[src/rtl/ram_bist_sequencer.sv]
// ram_bist_sequencer: two-pass march-style self-test for a dual-port 32-bit RAM.
// Port A (write side) is filled with P(a,p) = a ^ SEED ^ {32{p}}; port B (registered
// read side) is read back through a one-stage compare pipeline.
// Optional feature macro: RAM_BIST_ERRCNT_EN adds err_count and runs both passes
// to completion, counting every mismatch instead of aborting on the first.
//
// state    | meaning
// ---------+---------------------------------------------------------------
// S_IDLE   | waiting for start, RAM ports quiet
// S_FILL   | writing P(k, pass) to every address, one per cycle
// S_VERIFY | issuing reads 0..N-1, then one drain cycle for the last compare
// S_PASS   | test finished clean, done held until start/reset
// S_FAIL   | test finished with a mismatch, capture registers held
`timescale 1ns/1ps

module ram_bist_sequencer #(
  parameter int          ADDR_WIDTH = 9,
  parameter logic [31:0] SEED       = 32'h5A5A_0000
) (
  input  logic                  clk,
  input  logic                  rst,
  input  logic                  start,
  output logic [3:0]            ram_we,
  output logic [ADDR_WIDTH-1:0] ram_addr_a,
  output logic [31:0]           ram_din_a,
  output logic [ADDR_WIDTH-1:0] ram_addr_b,
  input  logic [31:0]           ram_dout_b,
  output logic                  busy,
  output logic                  done,
  output logic                  error,
  output logic [ADDR_WIDTH-1:0] err_addr,
  output logic [31:0]           err_data,
  output logic                  pass_id
`ifdef RAM_BIST_ERRCNT_EN
  ,
  output logic [15:0]           err_count
`endif
);

  typedef enum logic [2:0] {S_IDLE, S_FILL, S_VERIFY, S_PASS, S_FAIL} state_t;

  localparam logic [ADDR_WIDTH-1:0] LAST_ADDR = '1;

  state_t                state;
  logic [ADDR_WIDTH-1:0] cnt;
  logic [ADDR_WIDTH-1:0] next_cnt;
  logic                  pass;
  logic                  drain;
  logic                  chk_vld;
  logic [ADDR_WIDTH-1:0] chk_addr;
  logic                  mismatch;
`ifdef RAM_BIST_ERRCNT_EN
  logic                  err_pass;
`endif

  function automatic logic [31:0] pattern(input logic [ADDR_WIDTH-1:0] a, input logic p);
    return 32'(a) ^ SEED ^ {32{p}};
  endfunction

  assign next_cnt = cnt + 1'b1;

  // Compare the word returned for the address issued one cycle earlier
  assign mismatch = (state == S_VERIFY) && chk_vld && (ram_dout_b != pattern(chk_addr, pass));

  // Sequencer: fill/verify passes, compare pipeline, status and capture registers
  always_ff @(posedge clk) begin
    if (rst) begin
      state      <= S_IDLE;
      cnt        <= '0;
      pass       <= 1'b0;
      drain      <= 1'b0;
      chk_vld    <= 1'b0;
      chk_addr   <= '0;
      ram_we     <= 4'h0;
      ram_addr_a <= '0;
      ram_din_a  <= '0;
      ram_addr_b <= '0;
      busy       <= 1'b0;
      done       <= 1'b0;
      error      <= 1'b0;
      err_addr   <= '0;
      err_data   <= '0;
      pass_id    <= 1'b0;
`ifdef RAM_BIST_ERRCNT_EN
      err_count  <= '0;
      err_pass   <= 1'b0;
`endif
    end else begin
      case (state)
        S_IDLE, S_PASS, S_FAIL: begin
          if (start) begin
            state      <= S_FILL;
            pass       <= 1'b0;
            pass_id    <= 1'b0;
            cnt        <= '0;
            chk_vld    <= 1'b0;
            busy       <= 1'b1;
            done       <= 1'b0;
            error      <= 1'b0;
            err_addr   <= '0;
            err_data   <= '0;
            ram_we     <= 4'hF;
            ram_addr_a <= '0;
            ram_din_a  <= pattern('0, 1'b0);
`ifdef RAM_BIST_ERRCNT_EN
            err_count  <= '0;
            err_pass   <= 1'b0;
`endif
          end
        end

        S_FILL: begin
          if (cnt == LAST_ADDR) begin
            ram_we     <= 4'h0;
            state      <= S_VERIFY;
            cnt        <= '0;
            drain      <= 1'b0;
            chk_vld    <= 1'b0;
            ram_addr_b <= '0;
          end else begin
            cnt        <= next_cnt;
            ram_addr_a <= next_cnt;
            ram_din_a  <= pattern(next_cnt, pass);
          end
        end

        S_VERIFY: begin
          if (!drain) begin
            chk_addr <= cnt;
            chk_vld  <= 1'b1;
            if (cnt == LAST_ADDR) begin
              drain <= 1'b1;
            end else begin
              cnt        <= next_cnt;
              ram_addr_b <= next_cnt;
            end
          end else begin
            chk_vld <= 1'b0;
          end
`ifdef RAM_BIST_ERRCNT_EN
          if (mismatch) begin
            if (err_count != 16'hFFFF) err_count <= err_count + 16'd1;
            if (err_count == 16'd0) begin
              err_addr <= chk_addr;
              err_data <= ram_dout_b;
              err_pass <= pass;
            end
          end
          if (drain) begin
            if (!pass) begin
              pass       <= 1'b1;
              pass_id    <= 1'b1;
              state      <= S_FILL;
              cnt        <= '0;
              ram_we     <= 4'hF;
              ram_addr_a <= '0;
              ram_din_a  <= pattern('0, 1'b1);
            end else begin
              state   <= ((err_count != 16'd0) || mismatch) ? S_FAIL : S_PASS;
              busy    <= 1'b0;
              done    <= 1'b1;
              error   <= (err_count != 16'd0) || mismatch;
              pass_id <= (err_count != 16'd0) ? err_pass : pass;
            end
          end
`else
          if (mismatch) begin
            state    <= S_FAIL;
            busy     <= 1'b0;
            done     <= 1'b1;
            error    <= 1'b1;
            err_addr <= chk_addr;
            err_data <= ram_dout_b;
          end else if (drain) begin
            if (!pass) begin
              pass       <= 1'b1;
              pass_id    <= 1'b1;
              state      <= S_FILL;
              cnt        <= '0;
              ram_we     <= 4'hF;
              ram_addr_a <= '0;
              ram_din_a  <= pattern('0, 1'b1);
            end else begin
              state <= S_PASS;
              busy  <= 1'b0;
              done  <= 1'b1;
              error <= 1'b0;
            end
          end
`endif
        end

        default: state <= S_IDLE;
      endcase
    end
  end

endmodule

[config.mk]
export PLATFORM = sky130hd
export DESIGN_NAME = ram_bist_sequencer
export DESIGN_NICKNAME = d
export VERILOG_FILES = /design/src/rtl/ram_bist_sequencer.sv
export SDC_FILE = /design/constraint.sdc
export NUM_CORES = 1
export LEC_CHECK = 0
export BUFFER_PORTS_ARGS = -buffer_cell sky130_fd_sc_hd__buf_2
export CORE_MARGIN = 5
export CORE_UTILIZATION = 33
export CTS_CLUSTER_DIAMETER = 50
export DETAILED_ROUTE_END_ITERATION = 8
export REMOVE_ABC_BUFFERS = 1
export SLEW_MARGIN = 20
export SYNTH_ARGS = -nofsm -noshare
export SYNTH_HDL_FRONTEND = slang
export SYNTH_SLANG_ARGS = --single-unit
export TNS_END_PERCENT = 20
[constraint.sdc]
create_clock -name clk -period 2.7 [get_ports clk]
set_input_delay 0.54 -clock clk [delete_from_list [all_inputs] [get_ports clk]]
set_output_delay 0.54 -clock clk [all_outputs]
set_load 0.1 [all_outputs]
==> reports/summary.txt, run 1 <==
Final Max Slew Viols -> 0
count of unique library cells instantiated by Yosys -> 52
CTS tree -> done
Synth Area in Adders -> 1.161%
vias in the first global route -> 3827
Critical path origin -> chk_addr[7]
clock slew at reported path FFs -> 0.07 ns
Synth area leaders -> dfxtp_1 46%, a22o_1 9.5%, a21oi_1 5.3%, buf_4 4.4%, nor2_1 3.3%
Max Freq -> 0.3981 GHz
First-pass DRT Iterations -> 5
fin util -> 44.04%
Residual DRC -> 0
simple-gate portion of the synthesized area -> 14.92%
Routed Antenna Nets -> 0
wirelength, routed -> 12.08 mm
Worst Skew -> 0.007689 ns
Core ar. -> 12720 um2
Final Hold Fails -> 0
global-route wire length before repair -> 19.80 mm
relative slew slack -> 61.87%
Die W -> 124.3 um
sequential fraction of the synthesis area -> 45.97%
Final Wtd Congestion -> 0.8278
Max-cap violations -> 0
post-synthesis compound-gate area fraction -> 24.61%
most common cell after layout, fill and taps aside -> buf_2
placed insts -> 751
Non-Filler Instances -> 769
biggest area consumer among synthesized cells -> dfxtp_1
cts hold-fix bufs -> 0
clk_lat worst skew -> 0.35 ns
num ports -> 134
Final #Nets -> 631
setup TNS -> 0 ns
multiplexer area fraction after synthesis -> 0.4643%
largest net degree at the start of global routing -> 42
RSZ-0062 raised after global routing -> false
Tot GR Track Use -> 15.39%
PwrDens -> 636.1 nW/um2
asr flop ratio synth -> 0%
drt wl/cell -> 15.70 um
Starting Density -> 33.89%
worst hold slack -> 0.4211 ns
Arr. time, crit path -> 2.74 ns
CTS Buffer Depth -> 2
DPL Wire Length -> 8.809 mm
H-tree Lvls -> 3
cell count after synthesis -> 468
Die Y -> 124.3 um
antenna violations before repair -> 0
Post-Syn Area -> 4312 um2
DR vias -> 3889
status -> finished, final reports clean
Hold WC Path Type -> primary input to flop
Post-synth EDFFs -> 0
Sink Count -> 99
IO Port Bufs -> 133
vias per cell -> 5.057
final count of negative-setup-slack endpoints -> 0
antenna cells -> 0
Hold Crit Start -> ram_dout_b[1]
fin crit share -> 93.03%
Synth top area share -> 45.97%
share of layout cells above drive strength 1 -> 33.33%
CTS buffer count -> 9
total congestion overflow -> 0
crit path max fanout -> 12
CTS Root Buffer Type -> clkbuf_16
Die Area -> 15450 um2
Critical Path RT -> 2.93 ns
predominant post-synthesis flop cell -> dfxtp_1
VDD IR-drop max -> 0.0002668 V
Layout area overhead -> 29.95%
commonest non-fill, non-tap cells in the layout -> 133 x buf_2, 97 x dfxtp_1, 47 x a22o_1
Synth Area in XOR/XNOR -> 5.078%
Setup CP Type -> flop to flop
crit end category -> flop
Reg2Reg Launch Point -> chk_addr[7]
Worst Tran Pin Value -> 0.5679 ns
yosys warns -> 0
synthesized area per cell -> 9.213 um2
FP Rows -> 41
crit path time final -> 2.512 ns
1st-iter DRT viols -> 252
Critical Path Source Type -> flop
largest family of logic cells by synthesized area -> compound AO/OA/AOI/OAI gates
static leakage -> 2.511 nW
Yosys reg bits -> 99
[critical path, cell delays in order, from the launching register on]
cell	delay, ns
dfxtp_2	0.34
xor2_1	0.16
or3_1	0.37
a222oi_1	0.39
a41oi_2	0.25
a2111oi_4	0.32
buf_4	0.20
buf_12	0.13
mux2i_1	0.18
nor2_1	0.05
[power by group]
group / switching (mW) / internal, mW
Clock: 0.549 / 0.959
Combinational: 0.438 / 0.120
Sequential: 0.0185 / 1.48
[synthesized netlist by cell type, types with 2 or more instances]
library cell / instances
and3b_1: 2
o21ai_0: 7
xor2_1: 10
nor2_1: 38
and3_1: 2
a211oi_1: 10
buf_2: 2
a211oi_2: 2
a21oi_1: 46
nor4_1: 2
a2111oi_0: 2
nand4b_1: 3
dfxtp_1: 99
a22o_1: 47
a31oi_1: 2
o2bb2ai_1: 3
a22oi_1: 10
nand2_1: 35
buf_4: 25
o21ba_2: 2
buf_1: 3
nor3_1: 11
and4_1: 3
inv_1: 9
mux2i_1: 2
o21a_1: 2
nor4bb_1: 2
nand2b_1: 4
xnor2_1: 15
ha_1: 4
or3_1: 3
nand4_1: 5
nor3b_1: 4
nand3_1: 10
clkbuf_1: 24
nor4b_1: 2
[routing by layer]
metal  vias to the layer above  GRT usage, %  routed length (um)
met4                         0         5.609                 191
met1                      1829         20.52                5703
met5                         -             0                   0
met2                       120         23.76                5420
met3                        15         4.288                 761
li1                       1925             -                   -
[flip-flops by register name, summed over array words and instances, names as in the netlist, 3 cells and up]
name / flops
ram_addr_b: 9
err_addr: 9
cnt: 9
err_data: 32
ram_din_a: 11
chk_addr: 9
state: 3
ram_addr_a: 9
[layout make-up]
cell class | count | area [um2]
clock buffers | 11 | 252.7
multi-input cells | 305 | 2017
repair buffers | 167 | 988.4
flip-flops and latches | 99 | 1984
clock inverters | 5 | 106.4
well taps | 172 | 215.2
inverters | 10 | 38.79
fillers | 1283 | 7119
[worst paths after layout]
path / endpoint / slack (ns) / cells after the start
hold / removal: err_data[1] / 0.42 / 2
hold reg to reg: ram_addr_b[1] / 0.45 / 2
setup / recovery: ram_din_a[30] / 0.19 / 9
setup reg to reg: ram_din_a[30] / 0.19 / 9
[per-stage QoR]
stage / power [mW] / worst slack (ns) / cell area, um2
floorplan: 1.929 / -8.237 / 4013
finish: 3.564 / 0.1881 / 5603
global placement: 2.076 / -0.2076 / 5191
global route: 3.694 / 0.007553 / 5603
detailed placement: 2.079 / -0.2363 / 5191
CTS: 3.602 / 0.04839 / 5550
[what timing repair did]
| action | CTS | global route |
|---|---|---|
| gates resized for setup | 0 | 7 |
| endpoints found under the hold margin | 0 | 0 |
| setup buffers | 0 | 1 |
| endpoints found under the setup margin | 0 | 50 |
[cells by family (layout without fill, tap and decap cells)]
| logic type | count (synthesis) | count (layout) |
|---|---|---|
| xor+xnor | 25 | 25 |
| fa+ha+maj | 4 | 4 |
| mux | 2 | 2 |
| simple gates | 130 | 130 |
| buf+inv | 64 | 193 |
| compound gates | 144 | 144 |
| flops | 99 | 99 |
No activity file was read; power rests on OpenSTA's default activity.
==> run 2, diff against run 1 <==
==> constraint.sdc (replaced) <==
create_clock -name clk -period 2.7 [get_ports clk]
set_input_delay 0.27 -clock clk [delete_from_list [all_inputs] [get_ports clk]]
set_output_delay 0.27 -clock clk [all_outputs]
set_load 0.1 [all_outputs]
==> reports/summary.txt, run 2 (synthesis gave the netlist of run 1 again) <==
status -> finished, final reports clean (unchanged)
crit path max-delay cell type -> a222oi_1 (unchanged)
Final Max Slew Viols -> 0 (unchanged)
fin crit share -> 96.84% (was 93.03%)
global-route wire length before repair -> 18.87 mm (was 19.80 mm)
First-pass DRT Iterations -> 5 (unchanged)
Residual DRC -> 0 (unchanged)
crit end category -> flop (unchanged)
Layout area overhead -> 27.80% (was 29.95%)
largest net degree at the start of global routing -> 42 (unchanged)
clk_lat worst skew -> 0.35 ns (about the same)
H-tree Lvls -> 3 (unchanged)
Worst Skew -> 0.006686 ns (was 0.007689 ns)
CTS tree -> done (unchanged)
Reg with most FFs -> err_data (unchanged)
Tot GR Track Use -> 14.72% (was 15.39%)
VDD IR-drop max -> 0.0003464 V (was 0.0002668 V)
antenna cells -> 0 (unchanged)
num ports -> 134 (unchanged)
Core ar. -> 12720 um2 (unchanged)
crit path time final -> 2.615 ns (was 2.512 ns)
Final Wtd Congestion -> 0.8350 (was 0.8278)
Top Registers -> err_data x32, ram_din_a x11 (unchanged)
crit path max fanout -> 12 (unchanged)
total congestion overflow -> 0 (unchanged)
Die Y -> 124.3 um (unchanged)
Worst Tran Pin Value -> 0.7922 ns (was 0.5679 ns)
Routed Antenna Nets -> 0 (unchanged)
PwrDens -> 627.0 nW/um2 (was 636.1 nW/um2)
final count of negative-setup-slack endpoints -> 0 (unchanged)
fin util -> 43.31% (was 44.04%)
CTS Root Buffer Type -> clkbuf_16 (unchanged)
FP Rows -> 41 (unchanged)
Final #Nets -> 624 (was 631)
Arr. time, crit path -> 2.82 ns (was 2.74 ns)
vias in the first global route -> 3716 (was 3827)
placed cell area -> 5126 um2 (was 5191 um2)
fillcell total -> 1277 (was 1283)
share of layout cells above drive strength 1 -> 32.37% (was 33.33%)
Critical Path Source Type -> flop (unchanged)
1st-iter DRT viols -> 276 (was 252)
relative slew slack -> 47.19% (was 61.87%)
most common cell after layout, fill and taps aside -> buf_2 (unchanged)
max reg flops -> 32 (unchanged)
Starting Density -> 33.89% (unchanged)
setup TNS -> 0 ns (unchanged)
Die W -> 124.3 um (unchanged)
wirelength, routed -> 11.78 mm (was 12.08 mm)
worst hold slack -> 0.1584 ns (was 0.4211 ns)
Sink Count -> 99 (unchanged)
CTS buffer count -> 9 (unchanged)
DR vias -> 3901 (was 3889)
commonest non-fill, non-tap cells in the layout -> 133 x buf_2, 98 x dfxtp_1, 47 x a22o_1 (was 133 x buf_2, 97 x dfxtp_1, 47 x a22o_1)
antenna violations before repair -> 0 (unchanged)
Non-Filler Instances -> 762 (was 769)
RSZ-0062 raised after global routing -> true (was false)
final instance area -> 5510 um2 (was 5603 um2)
crit path cell chain -> xor2_1, or3_1, a222oi_1, a41oi_2, a2111oi_4, buf_4, buf_12, mux2i_1, nor2_1 (unchanged)
pre-CTS WS -> -0.03206 ns (was -0.2363 ns)
placed insts -> 744 (was 751)
Hold WC Path Type -> primary input to flop (unchanged)
IO Port Bufs -> 133 (unchanged)
clock slew at reported path FFs -> 0.07 ns (about the same)
CP max stage delay -> 0.40 ns (was 0.39 ns)
Final Hold Fails -> 0 (unchanged)
drt wl/cell -> 15.46 um (was 15.70 um)
DPL Wire Length -> 8.626 mm (was 8.809 mm)
Setup CP Type -> flop to flop (unchanged)
Die Area -> 15450 um2 (unchanged)
Max-cap violations -> 0 (unchanged)
CTS Buffer Depth -> 2 (unchanged)
Setup WS post-layout -> 0.08531 ns (was 0.1881 ns)
Critical Path RT -> 2.91 ns (was 2.93 ns)
Total Power -> 3.455 mW (was 3.564 mW)
cts hold-fix bufs -> 0 (unchanged)
vias per cell -> 5.119 (was 5.057)
static leakage -> 2.463 nW (was 2.511 nW)
Max Freq -> 0.3825 GHz (was 0.3981 GHz)
[run 2: final cells by class]
class | instances | area [um2] | share of cell area [%]
timing repair buffer | 160 | 923.4 | 16.76
clock inverter | 4 | 72.57 | 1.317
sequential | 99 | 1983 | 35.99
inverter | 10 | 37.54 | 0.6812
tap | 172 | 215.2 | 3.906
multi-input combinational | 305 | 2022 | 36.69
clock buffer | 12 | 256.5 | 4.655
[run 2: path summary, 6_finish.rpt]
kind,cells after the start,start,to,slack [ns]
worst max-delay path,9,chk_addr[3],ram_din_a[30],0.09
worst min-delay path,2,ram_dout_b[1],err_data[1],0.16
worst max register to register,9,chk_addr[3],ram_din_a[30],0.09
worst min register to register,2,ram_addr_b[4],ram_addr_b[4],0.46
[run 2: worst max-delay path: cells and delay by family, from the launching register on]
kind / cells / cell delay (ns)
flops: 1 / 0.33
mux: 1 / 0.17
buf+inv: 2 / 0.34
simple gates: 2 / 0.43
xor+xnor: 1 / 0.17
compound gates: 3 / 1.02
[run 2: repair_timing]
| action | in CTS | in global routing |
|---|---|---|
| setup buffers | 0 | 1 |
| resized for setup | 0 | 6 |
| pin swaps | 1 | 5 |
| gates cloned | 0 | 1 |
| endpoints found under the setup margin | 6 | 23 |
[run 2: where the power goes]
part | total [mW] | leakage (nW) | internal [mW] | switching, mW
Sequential | 1.50 | 0.801 | 1.48 | 0.0185
Clock | 1.40 | 0.159 | 0.861 | 0.544
Combinational | 0.552 | 1.50 | 0.116 | 0.436
[run 2: layer usage]
metal / up-vias / part of all wire (%) / track usage, %
met5: - / 0 / 0
met4: 0 / 1.6 / 6.061
met3: 19 / 6.5 / 4.031
met2: 134 / 45 / 22.55
met1: 1843 / 47 / 19.52
li1: 1905 / - / -
